**src/rtl/alu_exec_stage.sv**
```systemverilog
// Execute-stage controller for the 16-bit ALU: registers operands, waits for
// the ALU to settle, captures result/flags and hands them off via valid/ready.
module alu_exec_stage #(
    parameter int SETTLE_CYCLES = 2,
    parameter int COUNT_W       = 8
) (
    input  logic               clk,
    input  logic               rst_n,
    input  logic               in_valid,
    output logic               in_ready,
    input  logic [15:0]        in_a,
    input  logic [15:0]        in_b,
    input  logic [4:0]         in_code,
    output logic [15:0]        alu_a,
    output logic [15:0]        alu_b,
    output logic [4:0]         alu_code,
    input  logic [15:0]        alu_c,
    input  logic               alu_overflow,
    output logic               out_valid,
    input  logic               out_ready,
    output logic [15:0]        out_c,
    output logic               out_overflow,
    output logic               out_zero,
    output logic               out_neg,
    output logic               out_illegal,
    output logic               sticky_ovf,
    input  logic               clr_sticky,
    output logic [COUNT_W-1:0] op_count
);

    typedef enum logic [1:0] {
        IDLE,
        SETTLE,
        DONE
    } state_t;

    // One bit per code: 0-5, 8-10, 12, 16-19, 24-29 are supported.
    localparam logic [31:0] LEGAL_MASK = 32'h3F0F_173F;
    localparam logic [3:0]  CNT_INIT   = 4'(SETTLE_CYCLES - 1);

    state_t     state;
    state_t     state_nxt;
    logic [3:0] cnt;
    logic       accept;
    logic       legal;
    logic       capture;
    logic       handoff;

    always_ff @(posedge clk or negedge rst_n) begin
        if (!rst_n) begin
            state <= IDLE;
        end else begin
            state <= state_nxt;
        end
    end

    always_comb begin
        in_ready  = (state == IDLE) | ((state == DONE) & out_ready);
        out_valid = (state == DONE);
        accept    = in_valid & in_ready;
        legal     = LEGAL_MASK[in_code];
        capture   = (state == SETTLE) && (cnt == 4'd0);
        handoff   = out_valid & out_ready;
        state_nxt = state;
        unique case (state)
            IDLE, DONE: begin
                if (accept) begin
                    state_nxt = legal ? SETTLE : DONE;
                end else if (handoff) begin
                    state_nxt = IDLE;
                end
            end
            SETTLE: begin
                if (capture) begin
                    state_nxt = DONE;
                end
            end
            default: state_nxt = IDLE;
        endcase
    end

    always_ff @(posedge clk or negedge rst_n) begin
        if (!rst_n) begin
            alu_a    <= '0;
            alu_b    <= '0;
            alu_code <= '0;
            cnt      <= '0;
        end else if (accept) begin
            alu_a    <= in_a;
            alu_b    <= in_b;
            alu_code <= in_code;
            cnt      <= CNT_INIT;
        end else if (state == SETTLE && !capture) begin
            cnt <= cnt - 4'd1;
        end
    end

    // An illegal op skips the ALU and reports a zero result immediately.
    always_ff @(posedge clk or negedge rst_n) begin
        if (!rst_n) begin
            out_c        <= '0;
            out_overflow <= 1'b0;
            out_zero     <= 1'b0;
            out_neg      <= 1'b0;
            out_illegal  <= 1'b0;
        end else if (accept && !legal) begin
            out_c        <= '0;
            out_overflow <= 1'b0;
            out_zero     <= 1'b1;
            out_neg      <= 1'b0;
            out_illegal  <= 1'b1;
        end else if (capture) begin
            out_c        <= alu_c;
            out_overflow <= alu_overflow;
            out_zero     <= (alu_c == 16'h0000);
            out_neg      <= alu_c[15];
            out_illegal  <= 1'b0;
        end
    end

    always_ff @(posedge clk or negedge rst_n) begin
        if (!rst_n) begin
            sticky_ovf <= 1'b0;
            op_count   <= '0;
        end else begin
            if (capture && alu_overflow) begin
                sticky_ovf <= 1'b1;
            end else if (clr_sticky) begin
                sticky_ovf <= 1'b0;
            end
            if (handoff) begin
                op_count <= op_count + COUNT_W'(1);
            end
        end
    end

endmodule

```
**config.mk**
```make
export PLATFORM = sky130hd
export DESIGN_NAME = alu_exec_stage
export DESIGN_NICKNAME = d
export VERILOG_FILES = /design/src/rtl/alu_exec_stage.sv
export SDC_FILE = /design/constraint.sdc
export NUM_CORES = 1
export LEC_CHECK = 0
export CORE_MARGIN = 10
export CORE_UTILIZATION = 45
export CTS_CLUSTER_DIAMETER = 100
export DETAILED_ROUTE_END_ITERATION = 12
export GPL_ROUTABILITY_DRIVEN = 1
export PLACE_DENSITY = 0.88
export SLEW_MARGIN = 20
export SYNTH_ARGS = -nofsm -noshare
export SYNTH_HDL_FRONTEND = slang
export SYNTH_SLANG_ARGS = --single-unit
```
**constraint.sdc**
```tcl
create_clock -name clk -period 3.8 [get_ports clk]
set_input_delay 0.76 -clock clk [delete_from_list [all_inputs] [get_ports clk]]
set_output_delay 0.76 -clock clk [all_outputs]
set_load 0.02 [all_outputs]
```
==> results.txt, run 1 <==
* First-pass DRT Iterations: 4
- From left edge to right edge, the die measures 101 µm.
- The initial utilization of the core area, before any placement, comes to 46.2%.
* Worst setup path class: input pin to output pin
* Full die area: 10100 µm²
* Setup repair after global routing missed its margin: false
* Number of unique standard cell types used by synthesis: 34
- CP max FO: 4
* Number of maximum-capacitance violations: 0
* Most common library cells after synthesis: sky130_fd_sc_hd__dfrtp_1 (71), sky130_fd_sc_hd__nand2_1 (43), sky130_fd_sc_hd__mux2_2 (36), sky130_fd_sc_hd__a21oi_1 (18), sky130_fd_sc_hd__nand3_1 (6)
- At the later pin of the worst-skew pair, clock insertion delay measures ~0.33 ns.
- Most used DFF post-synth: sky130_fd_sc_hd__dfrtp_1
* Largest net degree at the start of global routing: 27
- Number of enable flip-flop cells after synthesis: 0
- For this design the static power due to leakage is 1.90 nW.
- For this design the top-level I/O count stands at 127.
- Count of endpoints failing setup in the final report: 0
- Transition time at the pin with the least slew margin: 0.628 ns
- In the final design database the tool counted 429 nets.
* Buffer levels on the longest clock path: 2
* Most instantiated library cell after synthesis: sky130_fd_sc_hd__dfrtp_1
- Summed over all failing endpoints, the final setup total negative slack is 0 ns.
- Hold-fix buffer count after cts: 0
- For this block, the initial DRC count from the detailed router was 80.
- Static timing analysis puts the maximum clock frequency at 333 MHz.
- Detailed Route WL: between 7 and 8 mm
- Endpoint arrival time on the critical path: 2.24 ns
* CP Capture Type: output pin
- The post-route netlist has 17.2% of its cells at a drive strength greater than 1.
* Async S/R FF share, synth: 100%
- GR Util met2: between 20% and 30%
- Average size of a mapped cell: between 10 and 15 µm²
* Met3 layer usage reported by global route: 8.30%
* Post-synthesis sequential area ratio: between 60% and 70%
* Standard-cell rows: 29
- Detailed routing inserted a total of roughly 2200 vias.
- The largest total area in the synthesized netlist belongs to sky130_fd_sc_hd__dfrtp_1.
- The smallest clock period supported by the final layout is computed as approximately 3.0 ns.
- Weighted congestion reported at the end of routability-driven placement: about 0.81
- Top Usage Layer GRT: met2
* Netlist area before placement: slightly below 3000 µm²
- Reg-to-reg startpoint: cnt[0]$_DFFE_PN0P_
- Counting the buffers created by CTS gives 9.
* Buffer cell driving the clock tree root: sky130_fd_sc_hd__clkbuf_8
- The core region is 6310 µm².
* Final HPWL DP: 5.96 mm
* Number of synthesized register bits: 71
- The number of antenna diodes in the final layout is 0.
- Synthesized Nets: about 300
- Leading cell types by total area after synthesis: sky130_fd_sc_hd__dfrtp_1 (61%), sky130_fd_sc_hd__mux2_2 (14%), sky130_fd_sc_hd__nand2_1 (5.5%)
- Setup slack on the worst reg-to-reg path comes out at roughly 1.8 ns.
* Final Cycle Share: 78.9%
- Die span in y: 101 µm
* Count of endpoints failing hold in the final timing report: 0
- Outcome: finished, final reports clean
- Total global routing overflow: 0
* Antenna violations before repair: 0
* Total GRT Usage: 15.1%
- Ratio of total power to cell area: around 800 nW/µm²
- For this design, the slowest cell found on the critical path is sky130_fd_sc_hd__clkdlybuf4s50_1.
- For the worst flop-to-flop path, the logic depth is 6.
* Met1 routing resource usage after global routing: 17.2%
* Required time reported for the critical path endpoint: 3.04 ns
* Clock tree sinks: 71
* TritonCTS clock tree: yes
* Most numerous cell on the critical path: sky130_fd_sc_hd__clkdlybuf4s50_1
- The count of nets left with antenna violations once routing finished came out at 0.
- In this run the number of H-tree levels came out at 3.
- The via count of the first global-routing pass is 2384.
* Worst-case vdd ir drop: between 0.5 and 0.6 mV
* Max Transition Viols Final: 0
- For this run, design rule violations remaining after detail routing come to 0.
* Yosys warns: 0
* Area growth, synth to finish: 53.1%
- The first global-routing pass estimated 12.3 mm of wire.
* Largest stage delay, worst path: 0.62 ns
- Count of cells resized by post-cts repair: 0
* Fraction of post-synthesis cell area in the top cell type by area: 60.9%
* Gate count after technology mapping: 237
- Post-CTS timing repair inserted 0 buffers for setup.
* Input/output buffers: approximately 130
- The endpoint identified for the worst register-to-register timing path is out_c[15]$_DFFE_PN0P_.
- Final core utilization: 70.8%
* Worst setup skew after layout: between 0.008 and 0.009 ns
* Number of vias per cell: 4.98
* Startpoint class of the critical path: input pin
- Headroom to the max-slew limit came out at 58.0%.
- Clock-pin transition on the worst setup and hold timing paths: around 0.08 ns
- Routed length per placed instance: roughly 17 µm
- The path class of the tightest hold or removal check is input pin to async pin.
* Cells traversed along the worst timing path: clkdlybuf4s50_1 > nand2b_1 > and2_1 > clkdlybuf4s50_1
-- metal layers --
metal / wire [µm] / vias to the layer above
met3: 965 / 10
met5: 0 / -
li1: - / 1069
met4: 81 / 0
met2: 3590 / 96
met1: 3030 / 1059
-- metrics by stage --
step	instance area [µm²]	instances	hold WS, ns	power [mW]	worst slack (ns)
final	4470	449	0.371	3.65	0.801
after global routing	4470	449	0.383	3.87	0.733
after CTS	4470	449	0.371	3.70	0.791
after detailed placement	4240	433	0.478	3.01	0.806
after global placement	4240	433	0.458	2.96	0.816
after floorplan	2920	237	0.464	2.17	1.89
-- worst max-delay path by stage --
stage / from / end / slack [ns] / cells past startpoint
6_report: out_ready / in_ready / 0.80 / 4
5_1_grt: out_ready / in_ready / 0.73 / 4
4_1_cts: out_ready / in_ready / 0.79 / 4
3_5_place_dp: out_ready / in_ready / 0.81 / 4
3_3_place_gp: out_ready / in_ready / 0.82 / 4
2_1_floorplan: out_ready / in_ready / 1.89 / 2
-- critical path: cells and delay by family --
kind          cells  cell delay [ns]
buf+inv           2             1.11
simple gates      2             0.36
-- where the power goes --
part / leakage [nW] / internal (mW) / switching (mW) / total (mW)
Sequential: 0.880 / 1.08 / 0.186 / 1.26
Combinational: 0.905 / 0.872 / 0.836 / 1.71
Clock: 0.112 / 0.404 / 0.279 / 0.684
Total: 1.90 / 2.35 / 1.30 / 3.65
-- flip-flops by register name, summed over array words and instances (netlist names) --
signal	count
sticky_ovf	1
state	2
alu_a	16
cnt	4
op_count	8
alu_code	5
out_zero	1
out_c	16
out_illegal	1
alu_b	16
out_overflow	1
-- logic make-up (layout without fill, tap and decap cells) --
| kind of cell | count (synthesis) | count (layout) | share of synthesized area, % |
|---|---|---|---|
| fa+ha+maj | 3 | 3 | 1.29 |
| mux | 36 | 36 | 13.9 |
| buf+inv | 16 | 151 | 3.13 |
| compound gates | 29 | 29 | 5.83 |
| simple gates | 72 | 72 | 12.0 |
| flops | 71 | 71 | 60.9 |
| xor+xnor | 10 | 10 | 3.00 |
-- layout by cell type (no fill, tap or decap), types with 2 or more instances in the layout --
cell type	n
sky130_fd_sc_hd__clkdlybuf4s50_1	125
sky130_fd_sc_hd__dfrtp_1	71
sky130_fd_sc_hd__nand2_1	43
sky130_fd_sc_hd__mux2_2	36
sky130_fd_sc_hd__a21oi_1	17
sky130_fd_sc_hd__clkbuf_8	11
sky130_fd_sc_hd__inv_1	5
sky130_fd_sc_hd__nand3_1	5
sky130_fd_sc_hd__xor2_1	5
sky130_fd_sc_hd__xnor2_1	5
sky130_fd_sc_hd__nor2_1	4
sky130_fd_sc_hd__o21ai_0	4
sky130_fd_sc_hd__nor4_1	4
sky130_fd_sc_hd__buf_4	4
sky130_fd_sc_hd__nor2b_1	3
sky130_fd_sc_hd__a21oi_2	3
sky130_fd_sc_hd__ha_1	3
sky130_fd_sc_hd__nor3_1	2
sky130_fd_sc_hd__bufinv_16	2
sky130_fd_sc_hd__clkinvlp_4	2
-- layout make-up --
| class | instances | area (µm²) |
|---|---|---|
| timing repair buffer | 130 | 1290 |
| sequential | 71 | 1780 |
| clock buffer | 11 | 151 |
| multi-input combinational | 150 | 1060 |
| fill | 460 | 1840 |
| inverter | 5 | 18.8 |
| tap | 77 | 96.3 |
| clock inverter | 5 | 80.1 |
(Power assumes the default switching activity.)
==> run 2, diff against run 1 <==
--- a/config.mk
+++ b/config.mk
@@ -6,11 +6,11 @@
 export NUM_CORES = 1
 export LEC_CHECK = 0
 export CORE_MARGIN = 10
-export CORE_UTILIZATION = 45
+export CORE_UTILIZATION = 42
 export CTS_CLUSTER_DIAMETER = 100
 export DETAILED_ROUTE_END_ITERATION = 12
 export GPL_ROUTABILITY_DRIVEN = 1
-export PLACE_DENSITY = 0.88
+export PLACE_DENSITY = 0.83
 export SLEW_MARGIN = 20
 export SYNTH_ARGS = -nofsm -noshare
 export SYNTH_HDL_FRONTEND = slang
==> constraint.sdc (replaced) <==
create_clock -name clk -period 2.8 [get_ports clk]
set_input_delay 0.56 -clock clk [delete_from_list [all_inputs] [get_ports clk]]
set_output_delay 0.56 -clock clk [all_outputs]
set_load 0.02 [all_outputs]
==> run 2 against run 1 <==
Core utilization fell by 4.8 points. Clock skew grew 0.0014 ns. Flip-flop and latch count stayed put. Clock-buffer cell count up 2. Combinational power grew 36%. Total power grew 36%. Wire length rose by 3.3%. Register-to-register slack worse by 1.1 ns. Critical path type unchanged. Clock power up 34%. Critical endpoint unchanged. Final cell count grew 0.45%. Largest power group unchanged. Via count increased by 0.85%. Largest cell class unchanged. Critical path depth stayed put.
==> results.txt, run 2 (synthesis gave the netlist of run 1 again) <==
- Number of vias after detailed routing: 2253 (was 2234)
- The initial core utilization was 43.2% (was 46.2%).
- The capturing element type of the critical path is an output pin (unchanged).
- Worst-case vdd ir drop: 0.532 mV (was 0.539 mV)
* Fill cell total of the finished layout: 548 (was 460)
* Setup tns final: 0 ns (unchanged)
- Routed length per placed instance: 17.6 µm (was 17.1 µm)
* Worst min-delay path class: input pin to async pin (unchanged)
- TritonCTS clock tree: yes (unchanged)
- The origin of the critical flop-to-flop path was cnt[0]$_DFFE_PN0P_ (unchanged).
* Maximum operating frequency: 385 MHz
- Worst setup skew after layout: 0.00993 ns (was 0.00853 ns)
- Area used by multi-input combinational logic: 1060 µm² (unchanged)
* Part of the power in combinational logic: 46.8% (was 46.7%)
- The maximum fanout along the worst path was 4 (unchanged).
- The number of gates resized after CTS is 0 (unchanged).
- Leak: 1.89 nW (was 1.90 nW)
- The number of buffer cells added on primary ports came to 126 (unchanged).
* Number of DRC violations after detailed routing: 0 (unchanged)
* Critical path capture point: in_ready (unchanged)
* Diode insertion count for antenna repair: 0 (unchanged)
- Outcome: finished, final reports clean (unchanged).
- The via count of the first global-routing pass was 2373 (was 2384).
* Final instance area: 4460 µm² (was 4470 µm²)
* Endpoint arrival time on the critical path: 2.03 ns (was 2.24 ns)
- The worst slew slack as a fraction of its limit is 35.8% (was 58.0%).
- The count of endpoints failing hold in the final timing report came to 0 (unchanged).
- Post-CTS Setup Bufs: 0 (unchanged)
- In the finished design, the share of the clock period the worst path needs comes to 92.7%.
- Ratio of total power to cell area: 1110 nW/µm² (was 818 nW/µm²)
- Clock-pin transition on the worst setup and hold timing paths: 0.08 ns (about the same)
* Total global routing overflow: 0 (unchanged)
- The first-pass detailed-route iteration total was 4 (unchanged).
- Weighted congestion reported at the end of routability-driven placement: 0.789 (was 0.813)
* Worst setup path class: input pin to output pin (unchanged)
- The clock latency reported for the late side of the worst-skew pair came to 0.33 ns (about the same).
* Portion of total power attributed to sequential cells: 34.7% (was 34.6%)
* Capturing point of the worst reg2reg path: out_overflow$_DFFE_PN0P_ (was out_c[15]$_DFFE_PN0P_)
- Net switching share of the total power: 35.6% (about the same)
- Startpoint class of the critical path: input pin (unchanged)
- Core area: 6760 µm² (was 6310 µm²)
- Fin crit period: roughly 2.6 ns
- Area growth, synth to finish: 52.7% (was 53.1%)
* Total number of nets in the final design: 428 (was 429)
* Highest-count cells in the layout ignoring fill and taps: sky130_fd_sc_hd__clkdlybuf4s50_1 (125), sky130_fd_sc_hd__dfrtp_1 (71), sky130_fd_sc_hd__nand2_1 (43), sky130_fd_sc_hd__mux2_2 (36), sky130_fd_sc_hd__a21oi_1 (17) (unchanged)
- The number of standard-cell rows in the floorplan came to 30 (was 29).
* Clock tree sinks: 71 (unchanged)
* Setup slack of the worst register-to-register path: 0.75 ns (was 1.82 ns)
- Die X-Extent: 103 µm (was 101 µm)
- Critical Path Source: out_ready (unchanged)
- Full die area: 10700 µm² (was 10100 µm²)
* Final HPWL DP: 6.18 mm (was 5.96 mm)
- The count of pins on the block boundary came to 127 (unchanged).
- The final number of max-transition violations was 0 (unchanged).
- The initial antenna violation count was 0 (unchanged).
* Number of H-tree branching levels: 3 (unchanged)
* Placement Cell Area: 4230 µm² (was 4240 µm²)
- The worst reg-to-reg path cell count was 6 (unchanged).
- Buffer cell driving the clock tree root: sky130_fd_sc_hd__clkbuf_8 (unchanged)
- Setup repair after global routing missed its margin: false (unchanged).
- Die span in y: 103 µm (was 101 µm)
- Total GRT Usage: 14.7% (was 15.1%)
- The area occupied by registers is 1780 µm² (unchanged).
- Share of layout cells above drive strength 1: 16.4% (was 17.2%)
- Count of antenna-violating nets left after detailed routing: 0 (unchanged)
- Largest net degree at the start of global routing: 33 (was 27)
- Clock buffers created by TritonCTS: 9 (unchanged)
- The endpoint required time on the critical path is 2.24 ns (was 3.04 ns).
- Cell internal power dissipation: 3.19 mW (was 2.35 mW)
* Switching power: 1.76 mW (was 1.30 mW)
- Power share of the clock group: 18.5% (was 18.7%)
- The violation count after the first detailed-route iteration came to 48 (was 80).
- The final setup violation count was 0 (unchanged).
* First-pass GRT wire length: 12.1 mm (was 12.3 mm)
- The transition time at the pin with the least slew margin is 0.963 ns (was 0.628 ns).
* Buffer levels on the longest clock path: 2 (unchanged)
* Number of maximum-capacitance violations: 0 (unchanged)
* Largest registers: alu_a: 16 flops, alu_b: 16 flops, out_c: 16 flops (unchanged)
* Most frequent standard cell in the layout excluding fill and tap cells: sky130_fd_sc_hd__clkdlybuf4s50_1 (unchanged)
* Detailed Route WL: 7.92 mm (was 7.67 mm)
- The post-detailed-route via-to-cell ratio came to 5.00 (was 4.98).
- Hold-fix buffer count after cts: 0 (unchanged)
## run 2: changes by cell type in the layout (fill, tap and decap cells not counted)
cell,change
sky130_fd_sc_hd__clkinvlp_4,-2
sky130_fd_sc_hd__buf_4,-1
sky130_fd_sc_hd__clkbuf_1,+2
## run 2: worst min path at each step
stage	cells after the start	slack [ns]	endpoint
after global placement	1	0.46	out_illegal$_DFFE_PN0P_
after CTS	1	0.14	op_count[6]$_DFFE_PN0P_
final	1	0.14	op_count[6]$_DFFE_PN0P_
after global routing	1	0.15	op_count[6]$_DFFE_PN0P_
after detailed placement	1	0.47	op_count[7]$_DFFE_PN0P_
after floorplan	0	0.26	alu_a[0]$_DFFE_PN0N_
## run 2: critical path: stages
cell and delay [ns]:
sky130_fd_sc_hd__clkdlybuf4s50_1 0.49, sky130_fd_sc_hd__nand2b_1 0.16, sky130_fd_sc_hd__and2_1 0.20, sky130_fd_sc_hd__clkdlybuf4s50_1 0.63
## run 2: stage by stage
step	setup WS (ns)	power [mW]	utilization, %	cells	hold WS [ns]
floorplan	1.07	2.95	-	237	0.264
global placement	0.217	4.02	62.7	435	0.458
detailed placement	0.199	4.10	62.7	435	0.467
CTS	0.192	5.03	66.0	451	0.140
global route	0.121	5.24	66.0	451	0.145
finish	0.206	4.96	66.0	451	0.141
## run 2: area by class of cell
class	instances	area share (%)
sequential	71	39.9
clock buffer	13	3.56
multi-input combinational	150	23.8
tap	80	2.25
timing repair buffer	129	28.7
inverter	5	0.421
clock inverter	3	1.46
## run 2: metal layers
layer  GRT usage [%]  wire length (µm)  vias up
li1                -                 -     1063
met1            16.9              3160     1094
met2            23.1              3820       91
met3            7.91               876        5
met4            4.49                66        0
met5               0                 0        -
## run 2: power groups by stage
stage | combinational (mW) | sequential (mW) | clock (mW)
after global placement | 2.31 | 1.71 | 0
final | 2.32 | 1.72 | 0.917
after floorplan | 0.743 | 2.21 | 0
after detailed placement | 2.35 | 1.74 | 0
after global routing | 2.48 | 1.78 | 0.987
after CTS | 2.36 | 1.72 | 0.942
==> run 3, diff against run 2 <==
--- a/config.mk
+++ b/config.mk
@@ -7,7 +7,7 @@
 export LEC_CHECK = 0
 export CORE_MARGIN = 10
 export CORE_UTILIZATION = 42
-export CTS_CLUSTER_DIAMETER = 100
+export CTS_CLUSTER_DIAMETER = 40
 export DETAILED_ROUTE_END_ITERATION = 12
 export GPL_ROUTABILITY_DRIVEN = 1
 export PLACE_DENSITY = 0.83
==> results of run 3 <==
Final layout, timing and power as in run 2 (identical DEF).
==> RTL edit (flow settings as in run 2) <==
Re-encode `state_t` (3 states) as one-hot, 3 bits wide.
--- a/src/rtl/alu_exec_stage.sv
+++ b/src/rtl/alu_exec_stage.sv
@@ -28,10 +28,10 @@
     output logic [COUNT_W-1:0] op_count
 );
 
-    typedef enum logic [1:0] {
-        IDLE,
-        SETTLE,
-        DONE
+    typedef enum logic [2:0] {
+        IDLE   = 3'b001,
+        SETTLE = 3'b010,
+        DONE   = 3'b100
     } state_t;
 
     // One bit per code: 0-5, 8-10, 12, 16-19, 24-29 are supported.
Check against the original RTL: same outputs for any inputs over 10 cycles, from zero or initial values and one cycle with rst_n low; not proved beyond that.
==> RTL edit against run 2 <==
- power fell by 6.0%
- setup slack gained 0.022 ns
- design area grew 1.3%
- via count is 0.31% higher
- sequential cell count is 1 higher
- register-to-register slack got worse by 0.02 ns
- synthesized area is 1.8% higher
- worst hold slack gained 0.21 ns
- sequential share of layout area rose by 0.052 points
- wire length shrank 1.7%
- count of clock-buffer cells in the layout down 3
- core utilization grew 0.15 points
- critical path type unchanged
- critical endpoint unchanged
==> RTL edit: results (changes against run 2) <==
[sta]
fin_crit_ns = 2.573  ; -0.02159 ns
hold-worst-slack_ns = 0.3505  ; +0.2095 ns
clock_skew_ns = 0.006594  ; -0.003339 ns
max_slew_margin = 0.4031  ; +0.04516

[finish]
final_core_util = 0.6614  ; +0.001540
nonClkBufAreaFrac = 0.2847  ; -0.002152
n_multi_input_combinational_cell = 152  ; +1.3%
nClkBuffers = 10  ; -3
nNetsFinal = 429  ; +0.23%
n_sequential_cell = 72  ; +1.4%
drive_above_1_share = 0.1635  ; -0.0008816
n_fill_cell = 556  ; +1.5%
clock_tree_area_fraction = 0.04874  ; -0.001498
n_all_buffers = 128  ; -0.78%

[global_routing]
grt_max_degree = 73  ; +120%
grt_pass1_vias = 2497  ; +5.2%

[placed_design]
place_ws_ns = 0.2192  ; +0.02030 ns
hpwl_um = 5877  ; -4.9%

[power]
vdd.ir_drop.worst_uv = 618.3  ; +16%
p_leak_nw = 1.880  ; -0.68%
clock_power_uw = 894  ; -2.5%
power_frac_seq = 0.356  ; +0.009
switching_power_mw = 1.584  ; -10%

[setup_path]
r2r_cells = 5  ; -1
r2r_slack_ns = 0.73  ; -0.02 ns

[status]
outcome = finished clean

[synth]
muxShareOfSynthArea = 0.1474  ; +0.008554
ys_top_cells_by_area = dfrtp_1, mux2_2, nand2_1
netlist-cell-type-count = 35  ; +2.9%
synth_nets = 302  ; +1.0%
postSynthAreaPerCell_um2 = 12.33  ; about the same

[drt]
drt_iter0_drc = 63  ; +31%

RTL edit: critical path: stages:
cell and delay [ns]:
clkdlybuf4s50_1 0.52, and3b_1 0.20, nor2_1 0.04, nor2_1 0.08, clkdlybuf4s50_1 0.61
RTL edit: worst paths after layout:
path	to	start
worst max-delay path	in_ready	out_ready
worst min-delay path	op_count[4]$_DFFE_PN0P_	rst_n
worst max register to register	out_zero$_DFFE_PN0P_	cnt[0]$_DFFE_PN0P_
worst min register to register	op_count[7]$_DFFE_PN0P_	op_count[7]$_DFFE_PN0P_
max in group asynchronous	alu_code[4]$_DFFE_PN0P_	rst_n
min in group clk	op_count[7]$_DFFE_PN0P_	op_count[7]$_DFFE_PN0P_
RTL edit: metal layers:
layer / global-route usage / share of wire / routed length, um / vias up
met5: 0 / 0 / 0 / -
met4: 0.04175 / 0.0055 / 43 / 0
met3: 0.06815 / 0.089 / 694 / 6
met2: 0.2459 / 0.51 / 3940 / 74
met1: 0.1571 / 0.40 / 3104 / 1106
li1: - / - / - / 1074
